## src/rtl/write_queue_pkg.sv

```systemverilog
// Shared CPU register-file definitions: default register widths and the
// packed write-request layout used by the write queue and its users.
package write_queue_pkg;

  localparam int REG_BITS      = 4;
  localparam int REG_ADDR_BITS = 3;

  typedef struct packed {
    logic [REG_ADDR_BITS-1:0] addr;
    logic [REG_BITS-1:0]      data;
  } wr_req_t;

endpackage

```

## src/rtl/wq_lookup.sv

```systemverilog
// Forwarding search over the queued writes: reports whether any occupied
// entry targets the queried register and returns the youngest such value.
module wq_lookup #(
  parameter int bits      = 4,
  parameter int addr_bits = 3,
  parameter int depth     = 4
) (
  input  logic [depth-1:0][addr_bits-1:0] i_mem_addr,
  input  logic [depth-1:0][bits-1:0]      i_mem_data,
  input  logic [$clog2(depth)-1:0]        i_head,
  input  logic [$clog2(depth):0]          i_count,
  input  logic [addr_bits-1:0]            i_lookup_addr,
  output logic                            o_hit,
  output logic [bits-1:0]                 o_data
);

  localparam int PW = $clog2(depth);

  logic [PW-1:0] w_slot;

  // Walk from head (oldest) towards tail so a later match overrides an older one.
  always_comb begin
    o_hit  = 1'b0;
    o_data = '0;
    w_slot = i_head;
    for (int k = 0; k < depth; k++) begin
      w_slot = i_head + PW'(k);
      if (((PW+1)'(k) < i_count) && (i_mem_addr[w_slot] == i_lookup_addr)) begin
        o_hit  = 1'b1;
        o_data = i_mem_data[w_slot];
      end
    end
  end

endmodule

```

## src/rtl/write_queue.sv

```systemverilog
// In-order register write queue with a combinational forwarding lookup.
// Handshake: a write is taken on a rising edge where in_valid && in_ready;
// in_ready = !full and never depends on in_valid. Downstream has no ready:
// the head is written (and popped) on every edge where out_wenable is high.
module write_queue
  import write_queue_pkg::*;
#(
  parameter int bits      = REG_BITS,
  parameter int addr_bits = REG_ADDR_BITS,
  parameter int depth     = 4
) (
  input  logic                     clk,
  input  logic                     rstn,
  input  logic                     in_valid,
  output logic                     in_ready,
  input  logic [addr_bits-1:0]     in_addr,
  input  logic [bits-1:0]          in_data,
  input  logic                     out_stall,
  output logic                     out_wenable,
  output logic [addr_bits-1:0]     out_waddr,
  output logic [bits-1:0]          out_wdata,
  input  logic [addr_bits-1:0]     lookup_addr,
  output logic                     lookup_hit,
  output logic [bits-1:0]          lookup_data,
  output logic [$clog2(depth):0]   count,
  output logic                     full,
  output logic                     empty
);

  localparam int PW = $clog2(depth);

  logic [depth-1:0][addr_bits-1:0] r_mem_addr;
  logic [depth-1:0][bits-1:0]      r_mem_data;
  logic [PW-1:0]                   r_head;
  logic [PW-1:0]                   r_tail;
  logic [PW:0]                     r_count;
  logic                            w_push;
  logic                            w_pop;

  assign full        = (r_count == (PW+1)'(depth));
  assign empty       = (r_count == '0);
  assign in_ready    = !full;
  assign out_wenable = !empty && !out_stall;
  assign out_waddr   = empty ? '0 : r_mem_addr[r_head];
  assign out_wdata   = empty ? '0 : r_mem_data[r_head];
  assign count       = r_count;

  // A refused push (full) stays refused even if the head drains this edge.
  assign w_push = in_valid && in_ready && rstn;
  assign w_pop  = out_wenable;

  // Storage carries no reset; occupancy is defined solely by head/count.
  always_ff @(posedge clk) begin
    if (w_push) begin
      r_mem_addr[r_tail] <= in_addr;
      r_mem_data[r_tail] <= in_data;
    end
  end

  always_ff @(posedge clk or negedge rstn) begin
    if (!rstn) begin
      r_head  <= '0;
      r_tail  <= '0;
      r_count <= '0;
    end else begin
      if (w_push) r_tail <= r_tail + 1'b1;
      if (w_pop)  r_head <= r_head + 1'b1;
      case ({w_push, w_pop})
        2'b10:   r_count <= r_count + 1'b1;
        2'b01:   r_count <= r_count - 1'b1;
        default: r_count <= r_count;
      endcase
    end
  end

  wq_lookup #(
    .bits      (bits),
    .addr_bits (addr_bits),
    .depth     (depth)
  ) u_lookup (
    .i_mem_addr    (r_mem_addr),
    .i_mem_data    (r_mem_data),
    .i_head        (r_head),
    .i_count       (r_count),
    .i_lookup_addr (lookup_addr),
    .o_hit         (lookup_hit),
    .o_data        (lookup_data)
  );

endmodule

```

## config.mk

```make
export PLATFORM = sky130hd
export DESIGN_NAME = write_queue
export DESIGN_NICKNAME = d
export VERILOG_FILES = /design/src/rtl/write_queue_pkg.sv /design/src/rtl/wq_lookup.sv /design/src/rtl/write_queue.sv
export SDC_FILE = /design/constraint.sdc
export NUM_CORES = 1
export LEC_CHECK = 0
export ABC_AREA = 1
export BUFFER_PORTS_ARGS = -buffer_cell sky130_fd_sc_hd__buf_2
export CAP_MARGIN = 20
export CORE_MARGIN = 1.5
export CORE_UTILIZATION = 63
export DETAILED_ROUTE_END_ITERATION = 10
export GPL_TIMING_DRIVEN = 0
export HOLD_SLACK_MARGIN = 0.12
export PLACE_DENSITY = 0.86
export SLEW_MARGIN = 30
export SYNTH_ARGS = -nofsm -noshare
export SYNTH_HDL_FRONTEND = slang
export SYNTH_SLANG_ARGS = --single-unit
```

## constraint.sdc

```tcl
create_clock -name clk -period 3.7 [get_ports clk]
set_input_delay 1.11 -clock clk [delete_from_list [all_inputs] [get_ports clk]]
set_output_delay 1.11 -clock clk [all_outputs]
set_load 0.005 [all_outputs]
```

==> results.json <==
{
  "outcome": "finished clean",
  "placedCellCount": 427,
  "antenna_found_initial": 0,
  "path_class": "primary input to primary output",
  "grt_usage_pct": 28.4,
  "post_synth_and_or_nand_nor_area_fraction_pct": 34.3,
  "routedWlPerCell_microns": 13.1,
  "crit_end": "lookup_data[0]",
  "syn_nets": 371,
  "place_ws_ns": 0.411,
  "antennaDiodeCount": 0,
  "place_congestion": 0.839,
  "max_freq_mhz": 301,
  "drtAntennaViolNets": 0,
  "reg2reg_depth": 10,
  "rsz0062_at_grt": "false",
  "vias": 2313,
  "hold_path_class": "flip-flop to flip-flop",
  "cts_made_buffers": 5,
  "regArea_sq_um": 1020,
  "grt_pass1_wl_microns": 9490,
  "synthToLayoutAreaGrowth_pct": 12.8,
  "core.rowCount": 22,
  "synth_top_area_share_pct": 32.9,
  "post_cts_buffers": 0,
  "synth_compound_area_share_pct": 9.75,
  "p_leak_nw": 1.42,
  "p_clk_share_pct": 13.5,
  "ys_seq_area_share_pct": 39.8,
  "synth_area_sq_um": 2550,
  "drive_gt1_share_pct": 17.8,
  "core_sq_um": 3770,
  "internal-power_mw": 1.33,
  "path_clk_slew_ns": 0.08,
  "port-buffer-count": 31,
  "finalSetupViolCount": 0,
  "layout.nets": 409,
  "min_period_ns": 3.33,
  "r2r_end": "count[2]$_DFFE_PN0P_",
  "setup_slack_ns": 0.374,
  "ys_warn_count": 0,
  "grt_max_degree": 13,
  "die_x_microns": 66.7,
  "critPathLaunchType": "primary input",
  "final_cell_count_no_fill": 435,
  "synth_xor_area_share_pct": 1.72,
  "power.switching_mw": 1.23,
  "timing_hold_violations_final": 0,
  "async_reset_ff_share_pct": 20.0,
  "fin_skew_ns": 0.00436,
  "synth-edff-count": 28,
  "pwr-share-seq_pct": 21.6,
  "synth_fa_ha_area_share_pct": 4.41,
  "maxSlewHeadroom_pct": 56.7,
  "cts-root-buf": "clkbuf_8",
  "worstPathRequired_ns": 2.59,
  "p_sw_share_pct": 48.1,
  "wl_microns": 5710,
  "h-tree-depth": 2,
  "crit_path_end_kind": "primary output",
  "r2r_slack_ns": 1.22,
  "synth-main-ff-cell": "edfxtp_1",
  "grt-ovfl-total": 0,
  "ioPinCount": 33,
  "tightest_slew_ns": 0.647,
  "drc_errors": 0,
  "drv_slew": 0,
  "synth.largest_area_cell": "edfxtp_1",
  "clkLatencyLatePin_ns": 0.29,
  "place_hpwl_microns": 4500,
  "dieArea_sq_um": 4440,
  "whs_ns": 0.555,
  "multi_input_area_sq_um": 1280,
  "vias_per_cell": 5.32,
  "synth.area.top_cells": "edfxtp_1 33%, nand2_1 19%, dfrtp_1 6.9%, nand3_1 6.7%, o21ai_0 6.5%",
  "worstPathMaxFanout": 8,
  "syn_inst": 348,
  "cts_hold_buf": 0,
  "powerDensity_nw_per_um2": 888,
  "clk_path_buf_depth": 2,
  "ctsResizeCount": 0,
  "critPathArrivalTime_ns": 2.22,
  "drv_cap": 0,
  "first_pass_iters": 5,
  "clkSinkCount": 35,
  "muxShareOfSynthArea_pct": 0,
  "dieHeight_microns": 66.7,
  "setup_tns_ns": 0,
  "start_util_pct": 67.7,
  "combPwrFrac_pct": 64.9,
  "grt_pass1_vias": 2118,
  "finalCritPeriodShare_pct": 89.9,
  "startpoint": "lookup_addr[0]",
  "fill_cells": 296,
  "synth_top_family_by_area": "simple AND/OR/NAND/NOR gates",
  "ir_worst_vdd_uv": 518,
  "cts_tree": "done",
  "rr_startpoint": "count[0]$_DFFE_PN0P_",
  "synth.distinct_cells": 27,
  "drtIter0Drc": 132,
  "syn_avg_cell_area_sq_um": 7.33,
  "ys_ff_latch": 35
}
layout make-up:
cell class	instances	share of cell area, %
tap	48	2.09
buffer	13	3.91
clock inverter	3	1.48
inverter	37	5.00
multi-input combinational	263	44.5
timing repair buffer	31	5.39
sequential	35	35.3
clock buffer	5	2.39
worst max-delay path, cell delays in order:
cell	delay (ns)
buf_2	0.13
inv_1	0.09
o211ai_1	0.11
nand2_1	0.09
nor2_2	0.15
nand2_2	0.13
nand2_1	0.08
inv_1	0.03
a21oi_1	0.15
buf_2	0.13
how the worst min path moves through the flow:
stage,startpoint,end,slack [ns],cells past startpoint
finish,count[1]$_DFFE_PN0P_,count[1]$_DFFE_PN0P_,0.55,2
global route,count[1]$_DFFE_PN0P_,count[1]$_DFFE_PN0P_,0.58,2
CTS,count[1]$_DFFE_PN0P_,count[1]$_DFFE_PN0P_,0.56,2
detailed placement,count[1]$_DFFE_PN0P_,count[1]$_DFFE_PN0P_,0.54,2
global placement,count[1]$_DFFE_PN0P_,count[1]$_DFFE_PN0P_,0.53,2
floorplan,count[1]$_DFFE_PN0P_,count[1]$_DFFE_PN0P_,0.51,2
flip-flops by register name, indices dropped and copies added (netlist names):
name / count
count: 3
r_head: 2
r_mem_addr: 12
r_mem_data: 16
r_tail: 2
placed cells by master, fill, tap and decap left out:
| cell | count |
|---|---|
| a21boi_0 | 1 |
| a21oi_1 | 6 |
| a21oi_4 | 1 |
| buf_2 | 34 |
| buf_4 | 2 |
| buf_6 | 7 |
| bufinv_16 | 1 |
| clkbuf_1 | 1 |
| clkbuf_8 | 5 |
| clkinv_1 | 2 |
| dfrtp_1 | 7 |
| edfxtp_1 | 28 |
| ha_1 | 9 |
| inv_1 | 34 |
| inv_4 | 2 |
| inv_6 | 1 |
| nand2_1 | 129 |
| nand2_2 | 8 |
| nand2_4 | 1 |
| nand3_1 | 34 |
| nand3b_1 | 2 |
| nand4_1 | 1 |
| nor2_1 | 21 |
| nor2_2 | 4 |
| nor2_4 | 3 |
| o211ai_1 | 2 |
| o21ai_0 | 33 |
| o21ai_1 | 3 |
| xnor2_1 | 2 |
| xor2_1 | 3 |
per-stage QoR:
step	area (sq um)	total power [mW]	util, %
after floorplan	2550	1.77	-
after global placement	2770	2.13	73.4
after detailed placement	2770	2.20	73.4
after CTS	2880	2.55	76.3
after global routing	2880	2.80	76.3
final	2880	2.56	76.3
Yosys cell counts, types with 4 or more instances:
| cell | instances |
|---|---|
| nand2_1 | 129 |
| inv_1 | 34 |
| nand3_1 | 34 |
| o21ai_0 | 33 |
| edfxtp_1 | 28 |
| nor2_1 | 21 |
| ha_1 | 9 |
| nand2_2 | 8 |
| buf_6 | 7 |
| dfrtp_1 | 7 |
| a21oi_1 | 6 |
| nor2_2 | 4 |
logic make-up after synthesis:
logic type / count (synthesis)
buffers and inverters: 50
AND/OR/NAND/NOR: 203
flip-flops: 35
XOR/XNOR: 5
adder cells (fa/ha/maj): 9
AO/OA/AOI/OAI: 46
power by group through the flow:
stage          Clock (mW)  Combinational [mW]  Sequential, mW
2_1_floorplan           0                1.22           0.549
3_3_place_gp            0                1.58           0.557
3_5_place_dp            0                1.64           0.561
4_1_cts             0.350                1.65           0.552
5_1_grt             0.363                1.88           0.559
6_report            0.346                1.66           0.551
per-layer routing:
| layer | track usage [%] | part of all wire (%) | vias to the layer above |
|---|---|---|---|
| met5 | 0 | 0 | - |
| met4 | 6.89 | 1.2 | 0 |
| met3 | 6.08 | 5.2 | 8 |
| met2 | 49.9 | 48 | 69 |
| met1 | 35.4 | 46 | 1045 |
| li1 | - | - | 1191 |
Power figures use the tool's default switching activity.
